[src/rtl/nbit_4ch_rr_scheduler.sv]
// nbit_4ch_rr_scheduler: buffers four producer channels and feeds a 4x1 mux with valid/ready arbitration.
// Define SCHED_ROUND_ROBIN_EN for rotating priority; otherwise fixed priority with channel 0 highest.
module nbit_4ch_rr_scheduler #(
   parameter int N = 8
) (
   input  logic         clk,
   input  logic         rst_n,
   input  logic [3:0]   in_valid,
   input  logic [N-1:0] in_data_a,
   input  logic [N-1:0] in_data_b,
   input  logic [N-1:0] in_data_c,
   input  logic [N-1:0] in_data_d,
   output logic [3:0]   in_ready,
   output logic [N-1:0] A,
   output logic [N-1:0] B,
   output logic [N-1:0] C,
   output logic [N-1:0] D,
   output logic [1:0]   S,
   output logic         out_valid,
   input  logic         out_ready
);
   typedef enum logic {IDLE, GRANT} state_t;
   state_t state, state_n;
   logic [3:0] full, load, rel, cand;
   logic [1:0] s_q, s_n, base;

   function automatic logic [1:0] pick(input logic [3:0] req, input logic [1:0] start);
      pick = start;
      for (int i = 3; i >= 0; i--)
         if (req[start + 2'(i)]) pick = start + 2'(i);
   endfunction

   assign load = in_valid & in_ready;

`ifdef SCHED_ROUND_ROBIN_EN
   logic [1:0] ptr;
   // After a transfer the search starts just past the channel that was served
   assign base = (state == GRANT) ? s_q + 2'd1 : ptr;
   always_ff @(posedge clk or negedge rst_n)
      if (!rst_n) ptr <= 2'd0;
      else if (|rel) ptr <= s_q + 2'd1;
`else
   assign base = 2'd0;
`endif

   always_ff @(posedge clk or negedge rst_n)
      if (!rst_n) begin
         state <= IDLE;
         s_q   <= 2'd0;
      end else begin
         state <= state_n;
         s_q   <= s_n;
      end

   always_comb begin
      rel     = (state == GRANT && out_ready) ? 4'b0001 << s_q : 4'b0000;
      cand    = (state == GRANT && !out_ready) ? 4'b0000 : full & ~rel;
      state_n = state;
      s_n     = s_q;
      if (state == IDLE || out_ready) begin
         state_n = |cand ? GRANT : IDLE;
         s_n     = |cand ? pick(cand, base) : s_q;
      end
   end

   always_comb begin
      out_valid = (state == GRANT);
      S         = s_q;
   end

   // in_ready lags a release by one cycle but drops on the load edge itself
   always_ff @(posedge clk or negedge rst_n)
      if (!rst_n) begin
         full     <= 4'b0000;
         in_ready <= 4'b0000;
         A        <= '0;
         B        <= '0;
         C        <= '0;
         D        <= '0;
      end else begin
         full     <= (full & ~rel) | load;
         in_ready <= ~(full | load);
         if (load[0]) A <= in_data_a;
         if (load[1]) B <= in_data_b;
         if (load[2]) C <= in_data_c;
         if (load[3]) D <= in_data_d;
      end
endmodule

[config.mk]
export PLATFORM = sky130hd
export DESIGN_NAME = nbit_4ch_rr_scheduler
export DESIGN_NICKNAME = d
export VERILOG_FILES = /design/src/rtl/nbit_4ch_rr_scheduler.sv
export SDC_FILE = /design/constraint.sdc
export NUM_CORES = 1
export LEC_CHECK = 0
export ABC_AREA = 1
export BUFFER_PORTS_ARGS = -buffer_cell sky130_fd_sc_hd__buf_4
export CORE_ASPECT_RATIO = 0.9
export CORE_MARGIN = 2
export CORE_UTILIZATION = 43
export CTS_BUF_LIST = sky130_fd_sc_hd__clkbuf_4 sky130_fd_sc_hd__clkbuf_8
export DETAILED_ROUTE_END_ITERATION = 8
export MAX_ROUTING_LAYER = met4
export PLACE_DENSITY = 0.88
export SLEW_MARGIN = 10
export SYNTH_ARGS = -nofsm -noshare
export SYNTH_HDL_FRONTEND = slang
export SYNTH_SLANG_ARGS = --single-unit
[constraint.sdc]
create_clock -name clk -period 1 [get_ports clk]
set_clock_uncertainty 0.05 [all_clocks]
set_input_delay 0.2 -clock clk [delete_from_list [all_inputs] [get_ports clk]]
set_output_delay 0.2 -clock clk [all_outputs]
set_load 0.005 [all_outputs]
# Word-level counts from Yosys, hierarchy flattened
# Cells that the tools add are included.
dict set report word_totals {
  register_bits 43
  out_inout_bits 39
  word_cells 29
  in_bits 39
}
dict set report classes {
  n_reduce_logical 6
  muxes 7
  bitwise 7
  shift 1
}
# operator n
set op_table {}
lappend op_table {{$and A4 B4 Y4} 2}
lappend op_table {{$mux W2} 4}
lappend op_table {{$mux W4} 2}
lappend op_table {{$not A4 Y4} 2}
lappend op_table {{$or A4 B4 Y4} 2}
lappend op_table {{$reduce_or A4 Y1} 1}
lappend op_table {{$shl A1 B2 Y4 const A} 1}
lappend op_table {{$logic_and A1 B1 Y1} 2}
lappend op_table {{$reduce_and A2 Y1} 1}
lappend op_table {{$logic_not A1 Y1} 1}
lappend op_table {{$logic_or A1 B1 Y1} 1}
lappend op_table {{$mux W1} 1}
lappend op_table {{$not A1 Y1} 1}

# Depth between registers and ports, before layout
# Gate-level depths: netlist of run 1.
dict set report logic_depth {
  ltp_word 9
  ltp_mapped 8
}

# Worst setup path after synthesis of run 1
# OpenSTA, ideal clock, no wires.
dict set report synth_path {
  path_kind {flip-flop to flip-flop}
  start {reg s_q[0], in the netlist S[0]}
  end {reg s_q[1], in the netlist S[1]}
  n_path_buf 0
  arrival_ns 0.929
  stages_incl_launch_ff 9
  setup_ns 0.113
  slack_ns -0.091
  path_cell_list {dfrtp_1 -> inv_1 -> nand2_1 -> o21ai_2 -> nand2_1 -> nand2_1 -> nand2_1 -> nand2_1 -> inv_1}
}
dict set report synth_via {
  elab_chain_cells 9
  elab_cells_between_ends 11
  classes_between {shift: 1; mux: 6; bitwise: 2; reduce/logical: 2}
}
# element line
set synth_rtl {}
lappend synth_rtl {{start, declared} 25} ;# logic [1:0] s_q, s_n, base;
lappend synth_rtl {{start signal, assigned} 52} ;# s_q <= s_n;
lappend synth_rtl {{$shl A1 B2 Y4 *} 56} ;# rel = (state == GRANT && out_ready) ? 4'b0001 << s_q : 4'b0000;
lappend synth_rtl {{$mux W4 *} 56}
lappend synth_rtl {{$not A4 Y4 *} 57} ;# cand = (state == GRANT && !out_ready) ? 4'b0000 : full & ~rel;
lappend synth_rtl {{$and A4 B4 Y4 *} 57}
lappend synth_rtl {{$mux W4 *} 57}
lappend synth_rtl {{$mux W2 (4 in series)} 30} ;# if (req[start + 2'(i)]) pick = start + 2'(i);
# Every way passes the cells marked *; elsewhere a longest branch is shown, timed or not.
# A chain may end at the register's enable or synchronous reset.

# Final worst setup path of run 1
dict set report layout_path {
  start {reg s_q[1], in the netlist S[1]}
  end {out S[1]}
}
# element line
set layout_lines {}
lappend layout_lines {{end, declared} 18} ;# output logic [1:0] S,
# No word-level cell between the ends.

==> results.md, run 1 <==
- The hold-critical path depth is 2.
- The number of design-rule violations left by the first detailed-router iteration is 39.
- The final net count is 294.
- The sum of net half-perimeters after detailed placement is 2750 microns.
- The post-synthesis share of cell area spent on xor and xnor gates is 0.
- For this run, the detailed router's first-pass iteration total came to 4.
- Leaving out fill and tap cells, the most frequent cell in the layout is sky130_fd_sc_hd__buf_4.
- The top cell types in the final layout, fill and taps aside, are 71 x sky130_fd_sc_hd__buf_4, 52 x sky130_fd_sc_hd__buf_6, 42 x sky130_fd_sc_hd__dfrtp_1.
- The mean instance size in the synthesized netlist is 13.7 sq um.
- The cell area after placement is 2550 sq um.
- For this run, the slowest stage of the critical path takes 0.45 ns.
- The flow ran to the end, but the final reports show violations.
- STA puts the critical path data required time at 0.75 ns.
- The biggest area contributor in the post-synthesis netlist is sky130_fd_sc_hd__dfrtp_1.
- The slowest stage of the critical path is the sky130_fd_sc_hd__dfrtp_2 cell.
- The synthesized cell area is 1650 sq um.
- The number of flip-flops and latches in the synthesized netlist is 43.
- Once layout is done, the placed cells without fillers occupy 3210 sq um.
- The worst hold slack is 0.0677 ns.
- The share of the synthesized area in compound gates (AO/OA/AOI/OAI) is 0.0228.
- The type of element capturing the critical path is an output port.
- For this design the top-level I/O count stands at 78.
- Setup repair after global routing could not meet its margin everywhere.
- After global routing the overflow that remains totals 0.
- Measured against the total synthesized area, the mux share comes to 0.219.
- At the end of routability-driven placement, the weighted congestion stood at 0.804.
- The longest clock path from root to sink contains 2 buffers.
- The number of antenna diodes is 0.
- After detailed routing, the average wire length per cell comes to 16.9 microns.
- For hold timing, the worst endpoint is in_ready[0].
- The setup violation total in the final timing report is 78.
- For this run, the number of Yosys warnings is 0.
- The start-to-end type of the worst setup path is reg2out.
- The hold violation total from the final report came to 0.
- The floorplan step defined a core boundary enclosing 3700 sq um.
- By instance count, the cell type seen most on the critical path is sky130_fd_sc_hd__buf_6.
- At the later pin of the worst-skew pair, clock insertion delay measures 0.29 ns.
- The max-slew violation count was 0.
- In this run the tool buffered the top-level ports with 77 buffer cells.
- Based on the critical path, the design can be clocked at up to 820 MHz.
- The total number of vias is 1467.
- The number of buffers added by the clock tree synthesis step is 5.
- The footprint of the multi-input gates is 811 sq um.
- The cell area power density is 3210 nW/um^2.
- The net count of the mapped netlist is 159.
- The floorplan die width is 69.3 microns.
- The share of synthesized area in the top cell type comes to 0.653.
- Of the total synthesized cell area, the portion taken by full adders, half adders and majority gates is 0.
- The sequential element share of the synthesized area is 0.653.
- Across all setup checks in the final design, the least slack found is -0.220 ns.
- The via-per-instance ratio is 4.86.
- The filler cells instantiated in the layout total 167.
- Measured in cells, the most critical reg-to-reg path has a length of 8.
- Summed over all layers, the routed wires come to 5110 microns.
- In this run the tightest slew margin relative to its limit is 0.855.
- The signal on the critical path passes through buf_6, buf_6.
- IR analysis of the VDD net gives a maximum drop of 1.83 mV.
- The initial antenna violation count is 0.
- The pin count of the biggest net entering global routing is 29.
- The worst flop-to-flop path endpoint is S[1].
- STA puts the critical path data arrival time at 0.97 ns.
- The highest fanout seen on the critical path is 5.
- The checks that failed: setup timing.
- The first global-routing pass estimated 7690 microns of wire.
- The flip-flop and latch area is 1080 sq um.
- The main combinational cell family by area after synthesis is multiplexers.
- For flop-to-flop paths, the worst setup slack is -0.20 ns.
- The die covers 4340 sq um.
- In the routed design, unresolved DRC markers number 0.
- The total leakage power is 1.67 nW.
- The number of nets with antenna violations after detailed routing is 0.
- The layout cell share with drive strength beyond 1 is 0.754.
- The area added between synthesis and finish is 94.5%.
- The count of mapped cells out of synthesis is 120.
- The number of global-route vias before repair was 1597.
- The die outline height is 62.7 microns.
- The post-route total power is 0.0103 W.
- The depth of the CTS H-tree is 2.
- The number of different library cells in the post-synthesis netlist is 10.
- The clock tree from TritonCTS is yes.
- The cell row count is 21.
- The fraction of the cycle the final worst path needs is 1.22.
- The sort of element at the start of the critical path is a flip-flop.
- After clock tree synthesis, the clock-pin slew on the worst setup and hold paths is 0.09 ns.
- By area the synthesized netlist is led by sky130_fd_sc_hd__dfrtp_1 65%, sky130_fd_sc_hd__mux2_2 22%, sky130_fd_sc_hd__nand2_1 3.6%.
- The startpoint of the worst register-to-register path is S[0].
- The total of max-cap violations is 0.
- The effective utilization at floorplan is 0.445.
- For the pin with the worst max-slew slack, the measured transition is 0.217 ns.
- The startpoint identified for the worst hold timing path is in_valid[0].
- The TritonCTS sink count is 43.
- The root buffer cell is sky130_fd_sc_hd__clkbuf_8.
- The global routing usage summed across all routing layers is 0.232.
- Of the total synthesized cell area, the portion taken by AND, OR, NAND and NOR gates is 0.0919.
- The worst min-delay path category is in2reg.
- The time the worst path needs with I/O delays and setup is 1.22 ns.
## registers in the layout, summed over array words and instances (netlist names)
signal / flops
A: 8
B: 8
C: 8
D: 8
S: 2
full: 4
in_ready: 4
out_valid: 1
## per-stage QoR
| stage | std cells | setup WS (ns) | util | setup TNS [ns] |
|---|---|---|---|---|
| finish | 302 | -0.220 | 0.865 | -7.14 |
| CTS | 292 | -0.208 | 0.833 | -6.23 |
| global route | 302 | -0.282 | 0.865 | -9.44 |
| detailed placement | 258 | -0.154 | 0.689 | -2.20 |
| floorplan | 120 | -0.0914 | - | -1.53 |
| global placement | 258 | -0.0961 | 0.689 | -1.64 |
## how the worst max path moves through the flow
stage,cells after the start,end,start,slack [ns]
global placement,8,S[1],S[0],-0.1
detailed placement,8,S[1],S[0],-0.15
global route,8,S[1],S[0],-0.28
CTS,2,S[1],S[1],-0.21
floorplan,8,S[1],S[0],-0.09
finish,2,S[1],S[1],-0.22
## layout make-up
cell class / count / area share
timing repair buffer: 125 / 0.358
sequential: 43 / 0.336
multi-input combinational: 74 / 0.253
clock buffer: 6 / 0.0238
tap: 46 / 0.0180
inverter: 6 / 0.00703
clock inverter: 2 / 0.00390
## cells by family (layout without fill, tap and decap cells)
logic type,count (synthesis),after routing
AOI/OAI and AO/OA,6,6
buffers and inverters,6,139
DFF,43,43
muxes,32,32
and+or+nand+nor,33,36
## routing by layer
| metal | part of all wire | track usage | wire [microns] | up-vias |
|---|---|---|---|---|
| met2 | 0.53 | 0.424 | 2700 | 57 |
| met1 | 0.40 | 0.276 | 2060 | 724 |
| li1 | - | - | - | 676 |
| met4 | 0.019 | 0.0172 | 95 | 0 |
| met3 | 0.050 | 0.0484 | 258 | 10 |
| met5 | 0 | - | 0 | - |
## Yosys cell counts
cell type and n:
sky130_fd_sc_hd__nand3_1 4, sky130_fd_sc_hd__dfrtp_1 43, sky130_fd_sc_hd__mux2_2 32, sky130_fd_sc_hd__a21oi_1 4
sky130_fd_sc_hd__nand2_2 9, sky130_fd_sc_hd__o21ai_2 2, sky130_fd_sc_hd__nor2_1 4, sky130_fd_sc_hd__inv_2 1
sky130_fd_sc_hd__inv_1 5, sky130_fd_sc_hd__nand2_1 16
## critical path, delay by kind of cell, from the launching register on
family,cells,cell delay (ns)
buffers and inverters,2,0.23
flip-flops,1,0.45
## report_power, final
part / leakage, nW / total (W) / internal, W / switching [W]
combinational: 1.12 / 0.00578 / 0.00394 / 0.00184
sequential: 0.505 / 0.00340 / 0.00262 / 0.000778
clock: 0.0446 / 0.00110 / 0.000516 / 0.000582
## what timing repair did
item | CTS | global route
endpoints found under the setup margin | 76 | 78
resized for setup | 58 | 16
setup buffers | 22 | 12
hold endpoints to repair | 43 | 0
gates cloned | 3 | 0
hold buffers | 1 | 0
pin swaps | 8 | 5
No activity file was read; power rests on OpenSTA's default activity.
==> inputs of run 2 (changes only) <==
--- a/config.mk
+++ b/config.mk
@@ -14,6 +14,7 @@
 export DETAILED_ROUTE_END_ITERATION = 8
 export MAX_ROUTING_LAYER = met4
 export PLACE_DENSITY = 0.88
+export SKIP_CTS_REPAIR_TIMING = 1
 export SLEW_MARGIN = 10
 export SYNTH_ARGS = -nofsm -noshare
 export SYNTH_HDL_FRONTEND = slang
==> constraint.sdc (replaced) <==
create_clock -name clk -period 1 [get_ports clk]
set_clock_uncertainty 0.05 [all_clocks]
set_input_delay 0.25 -clock clk [delete_from_list [all_inputs] [get_ports clk]]
set_output_delay 0.25 -clock clk [all_outputs]
set_load 0.005 [all_outputs]
==> run 2 against run 1 <==
  * The run still ends with setup timing left
  * Core utilization fell by 2.6 points
  * Power fell by 4.2%
  * Non-clock buffer count fell by 5
  * Register-to-register slack got worse by 0.12 ns
  * Critical path type is now reg2reg
  * Largest power group unchanged
  * Highest routed layer unchanged
  * Via count fell by 3.3%
==> results.md, run 2 (synthesized netlist as in run 1, its figures left out) <==
- In the layout the commonest cells are 69 x sky130_fd_sc_hd__buf_4, 49 x sky130_fd_sc_hd__buf_6, 39 x sky130_fd_sc_hd__dfrtp_1.
- The root buffer cell is sky130_fd_sc_hd__clkbuf_8.
- In the routed layout, each cell is associated on average with a via count of 4.77.
- The worst max-slew margin expressed relative to the limit is 0.833.
- The clock passes through at most 2 buffers.
- The most common cell after layout, fill and taps aside is sky130_fd_sc_hd__buf_4.
- The detail-routed net length per standard cell is 15.2 microns.
- The number of buffer and inverter instances along the worst setup path is 2.
- The initial antenna violation count is 0.
- In this run the static leakage power is 1.66 nW.
- The number of buffers added by the clock tree synthesis step is 5.
- The I/O pin count is 78.
- The cell row count is 21.
- The arrival time at the worst endpoint is 1.46 ns.
- The number of input and output port buffers inserted is 77.
- The net count of the finished layout is 290.
- The analysis attributes to net switching a power of 0.00293 W.
- Relative to the synthesized area, the layout overhead comes to 88.7%.
- TritonCTS built the clock tree.
- The switching fraction of total power is 0.298.
- The clock-pin slew reported for the worst setup and hold paths after clock tree synthesis is 0.08 ns.
- Setup violations remaining at the end of the flow were counted as 78.
- The utilization after layout is 0.839.
- Setup repair after global routing could not meet its margin everywhere.
- The start-to-end type of the worst setup path is reg2reg.
- In this run the horizontal extent of the chip is 69.3 microns.
- The clock insertion delay at the later pin of the skew report is 0.29 ns.
- The routed layout has 1418 vias.
- After routing, the total negative slack on setup checks comes to -8.53 ns.
- The highest fanout seen on the critical path is 4.
- The layout cell share with drive strength beyond 1 is 0.741.
- The total length of routed wires is 4520 microns.
- In this design, the critical path's most frequently occurring cell is sky130_fd_sc_hd__nand2_1.
- The type of element capturing the critical path is a flip-flop.
- After layout, the minimum clock period comes to 1.32 ns.
- The internal cell power is 0.00691 W.
- The number of global-route vias before repair is 1351.
- Of the total power, registers draw 0.347.
- The worst setup path is launched from a flip-flop.
- Before antenna repair, the detailed router went through 4 iterations.
- The minimum setup slack in the final design is -0.324 ns.
- The number of design-rule violations left by the first detailed-router iteration is 42.
- The final reports fail on setup timing.
- The cell area power density is 3170 nW/um^2.
- Of the total power, combinational logic draws 0.542.
- The peak per-stage delay on the critical path is 0.44 ns.
- From bottom edge to top edge, the die measures 62.7 microns.
- Once layout is complete, the cells apart from fillers number 297.
- The master of the slowest instance on the critical path is sky130_fd_sc_hd__dfrtp_1.
- The floorplan step defined a core boundary enclosing 3700 sq um.
- The congestion estimate from routability-driven global placement came to 0.791.
- The number of antenna diodes is 0.
- The effective utilization at floorplan is 0.445.
- Across every metal layer, demand over resource in global routing totals 0.182.
- The completed layout was analyzed and its total power is 0.00985 W.
- The global-route wire length before repair is 6060 microns.
- The number of nets with antenna violations after detailed routing is 0.
- The max-slew violation count is 0.
- The total of max-cap violations is 0.
- The signal on the critical path passes through inv_2, nand2_1, o21ai_2, nand2_1, nand2_2, nand2_1, nand2_1, inv_1.
- The pin count of the biggest net entering global routing is 20.
- The hold violation total from the final report is 0.
- The TritonCTS sink count is 43.
- Derived from the worst setup path, the maximum achievable clock frequency is 755 MHz.
- After detailed routing, the number of remaining DRC violations is 0.
- In this run, placement finished with an instance count of 260.
- The flow ran to the end, but the final reports show violations.
- The sum of net half-perimeters after detailed placement is 2610 microns.
- At the pin with the least slew margin, the transition time is 0.251 ns.
- Of the total power, the clock network draws 0.111.
- The highest ir drop seen on vdd is 2.35 mV.
- The die covers 4340 sq um.
- The data required time of the worst path is 1.14 ns.
- The critical path's top delay family is flip-flops.
- The worst min-delay path category is in2reg.
- The fraction of the cycle the final worst path needs is 1.32.
- For this run the aggregate overflow at the end of global routing stands at 0.
- CTS built an H-tree with a depth of 2.
-- run 2: worst register-to-register path, cell delays in order (launching register included) --
cell,delay [ns]
sky130_fd_sc_hd__dfrtp_1,0.44
sky130_fd_sc_hd__inv_2,0.08
sky130_fd_sc_hd__nand2_1,0.07
sky130_fd_sc_hd__o21ai_2,0.18
sky130_fd_sc_hd__nand2_1,0.10
sky130_fd_sc_hd__nand2_2,0.11
sky130_fd_sc_hd__nand2_1,0.08
sky130_fd_sc_hd__nand2_1,0.07
sky130_fd_sc_hd__inv_1,0.05
-- run 2: layout make-up --
| class | instances | area [sq um] |
|---|---|---|
| inverters | 6 | 22.5 |
| clock inverters | 1 | 5.00 |
| flip-flops and latches | 43 | 1080 |
| well taps | 46 | 57.6 |
| multi-input cells | 75 | 761 |
| repair buffers | 120 | 1100 |
| fillers | 198 | 596 |
| clock buffers | 6 | 82.6 |
-- run 2: layer usage --
metal | share of wire | vias to the layer above | GRT usage
met1 | 0.41 | 690 | 0.231
met3 | 0.056 | 6 | 0.0726
met4 | 0.011 | 0 | 0.0343
met5 | 0 | - | -
met2 | 0.52 | 57 | 0.280
li1 | - | 665 | -
-- run 2: metrics by stage --
step                      setup WS (ns)  hold WS, ns  area, sq um
final                            -0.324        0.134         3110
after global routing             -0.440        0.122         3110
after CTS                        -0.310       -0.232         2650
after detailed placement         -0.138       0.0894         2570
after global placement          -0.0961       0.0862         2570
after floorplan                 -0.0914      -0.0956         1790
-- run 2: worst paths after layout --
kind,from,endpoint,slack (ns),depth (start not counted)
worst min register to register,full[0],in_ready[0],0.41,1
worst max-delay path,S[0],S[1],-0.32,8
max in group asynchronous,rst_n,in_ready[0],0.18,3
min in group asynchronous,rst_n,B[5],0.32,2
worst max register to register,S[0],S[1],-0.32,8
worst min-delay path,in_data_a[4],A[4],0.13,2
-- run 2: power by group through the flow --
stage          combinational (W)  sequential (W)  clock (W)
2_1_floorplan            0.00174         0.00325          0
3_3_place_gp             0.00371         0.00320          0
3_5_place_dp             0.00380         0.00320          0
4_1_cts                  0.00381         0.00321    0.00113
5_1_grt                  0.00567         0.00350    0.00120
6_report                 0.00533         0.00342    0.00109
==> inputs of run 3 (changes only) <==
--- a/config.mk
+++ b/config.mk
@@ -7,9 +7,11 @@
 export LEC_CHECK = 0
 export ABC_AREA = 1
 export BUFFER_PORTS_ARGS = -buffer_cell sky130_fd_sc_hd__buf_4
+export CELL_PAD_IN_SITES_DETAIL_PLACEMENT = 1
+export CELL_PAD_IN_SITES_GLOBAL_PLACEMENT = 1
 export CORE_ASPECT_RATIO = 0.9
 export CORE_MARGIN = 2
-export CORE_UTILIZATION = 43
+export CORE_UTILIZATION = 33
 export CTS_BUF_LIST = sky130_fd_sc_hd__clkbuf_4 sky130_fd_sc_hd__clkbuf_8
 export DETAILED_ROUTE_END_ITERATION = 8
 export MAX_ROUTING_LAYER = met4
==> run 3 against run 2 <==
  * The run still ends with setup timing left
  * Core utilization shrank 17 points
  * Combinational power grew 9.2%
  * Design area grew 4.5%
  * Count of clock-buffer cells in the layout is the same
  * Critical path type is now reg2out
==> results.md, run 3 (synthesized netlist as in run 1, its figures left out) <==
- The run finished, with violations left.
- The checks that failed: setup timing.
- The time the worst path needs with I/O delays and setup is 1.29 ns.
- The via-per-instance ratio is 4.55.
- The total leakage power is 1.68 nW.
- The minimum setup slack in the final design is -0.287 ns.
- No sink is reached through more buffers than the 2 on the longest clock path.
- STA classifies the critical path endpoint as an output port.
- In this run the clock root is driven by a sky130_fd_sc_hd__clkbuf_8.
- The setup violation total in the final timing report is 78.
- The number of antenna diodes is 0.
- Across all hold checks on the routed design, the worst slack comes to 0.126 ns.
- The tool flagged a number of max-cap violations equal to 0.
- The startpoint identified for the worst register-to-register timing path is S[0].
- Total power for the finished layout comes to 0.0106 W.
- The global routing usage summed across all routing layers is 0.176.
- The die is 71.0 microns tall.
- The first global-routing pass estimated 7200 microns of wire.
- The floorplan die width is 78.5 microns.
- The number of global-route vias before repair is 1497.
- Fill cells in the final layout number 453.
- For this configuration, the core starts out at a cell density of 0.341.
- Measured against its own limit, the worst slew margin works out to 0.841.
- The total length of routed wires is 5640 microns.
- The cell area power density is 3250 nW/um^2.
- The data required time of the worst path is 0.70 ns.
- The pin count of the biggest net entering global routing is 44.
- Timing would allow up to 777 MHz.
- The total number of vias is 1464.
- IR analysis of the VDD net gives a maximum drop of 1.52 mV.
- The startpoint identified for the worst hold timing path is in_data_a[4].
- The total congestion overflow is 0.
- After legalization and detailed placement, the total HPWL measured 3360 microns.
- Dividing the final minimum period by the clock period gives 1.29.
- The end point of the worst hold path is A[4].
- The max-slew violation count is 0.
- The number of optimization iterations in the first detailed-route pass is 4.
- The residual DRC count is 0.
- The TritonCTS sink count is 43.
- For flop-to-flop paths, the worst setup slack is -0.26 ns.
- The cell row count is 24.
- The path depth of the worst reg2reg path is 8.
- Of all nets on the critical path, the largest fanout is 4.
- At the end of the flow, the number of nets in the layout was 296.
- The later pin in the worst-skew pair is clocked with a latency of 0.30 ns.
- TritonCTS built the clock tree.
- In the final layout, the share of cells above drive strength 1 is 0.724.
- Counting instances, the worst hold path has a depth of 2.
- The congestion estimate from routability-driven global placement came to 0.698.
- The die area is 5580 sq um.
- The I/O pin count is 78.
- The initial antenna violation count is 0.
- The library cell used most frequently in the layout, excluding fill and tap cells, is sky130_fd_sc_hd__buf_4.
- The worst hold path belongs to the class in2reg.
- The hold violation total from the final report came to 0.
- The floorplan step defined a core boundary enclosing 4830 sq um.
- Dividing the detail-routed wire length by the instance count gives 17.5 microns.
- STA classifies the critical path startpoint as a flip-flop.
- In this run the critical register-to-register path is captured at S[0].
- The detail route stage leaves a number of antenna-violating nets equal to 0.
- The top cell types in the final layout, fill and taps aside, are 74 x sky130_fd_sc_hd__buf_4, 50 x sky130_fd_sc_hd__buf_6, 42 x sky130_fd_sc_hd__dfrtp_1.
- The depth of the CTS H-tree is 2.
- Clock-pin slew was measured on the worst setup and hold paths at 0.08 ns.
- Compared with the post-synthesis result, the final layout area differs by 97.3%.
- In this run, the number of DRC markers left after iteration 0 of detailed routing was 32.
- The number of clock buffers added by TritonCTS is 5.
- Setup repair after global routing could not meet its margin everywhere.
- The final total negative setup slack is -9.75 ns.
- The count of buffers added on input and output ports is 77.
- STA puts the critical path data arrival time at 0.99 ns.
- The slew at the pin with the worst max-slew slack is 0.238 ns.
- The worst setup path is of the reg2out kind.
==> run 3: changes by cell type in the layout (fill, tap and decap cells not counted), moves of 2 or more <==
cell / change
sky130_fd_sc_hd__nand3_1: +2
sky130_fd_sc_hd__buf_4: +5
sky130_fd_sc_hd__nand3_2: -2
sky130_fd_sc_hd__nand2_2: -2
sky130_fd_sc_hd__nand2_8: +7
sky130_fd_sc_hd__dfrtp_1: +3
sky130_fd_sc_hd__nand2_4: -6
sky130_fd_sc_hd__dfrtp_2: -3
==> run 3: critical path, cell delays in order (launching register included) <==
cell,delay (ns)
sky130_fd_sc_hd__dfrtp_1,0.44
sky130_fd_sc_hd__buf_6,0.14
sky130_fd_sc_hd__buf_6,0.11
==> run 3: layout make-up <==
cell class                      instances  area, sq um  share of cell area
Timing Repair Buffer                  126         1150               0.353
Sequential cell                        43         1080               0.331
Clock inverter                          1         30.0             0.00924
Multi-Input combinational cell         75          815               0.251
Tap cell                               65         81.3              0.0250
Clock buffer                            6         76.3              0.0235
Inverter                                6         22.5             0.00693
==> run 3: worst max path at each step <==
| stage | endpoint | start | slack, ns | cells after the start |
|---|---|---|---|---|
| floorplan | S[1] | S[0] | -0.09 | 8 |
| global placement | S[1] | S[0] | -0.10 | 8 |
| detailed placement | S[1] | S[0] | -0.18 | 8 |
| CTS | S[1] | S[1] | -0.32 | 2 |
| global route | S[0] | S[0] | -0.35 | 8 |
| finish | S[0] | S[0] | -0.29 | 2 |
==> run 3: report_power, final <==
part	total, W	internal [W]	switching [W]	leakage (nW)
clock	0.00133	0.000759	0.000575	0.0547
sequential	0.00341	0.00263	0.000781	0.505
combinational	0.00582	0.00396	0.00187	1.12
==> run 3: through the flow <==
stage	instances	utilization	worst slack, ns	cell area [sq um]
after floorplan	120	-	-0.0914	1790
after global placement	279	0.536	-0.101	2590
after detailed placement	279	0.536	-0.181	2590
after CTS	286	0.558	-0.323	2700
after global routing	322	0.672	-0.348	3250
final	322	0.672	-0.287	3250
==> run 3: routing by layer <==
layer | global-route usage | share of wire
met5 | - | 0
met2 | 0.299 | 0.53
met3 | 0.0612 | 0.067
met1 | 0.198 | 0.39
met4 | 0.0468 | 0.0080
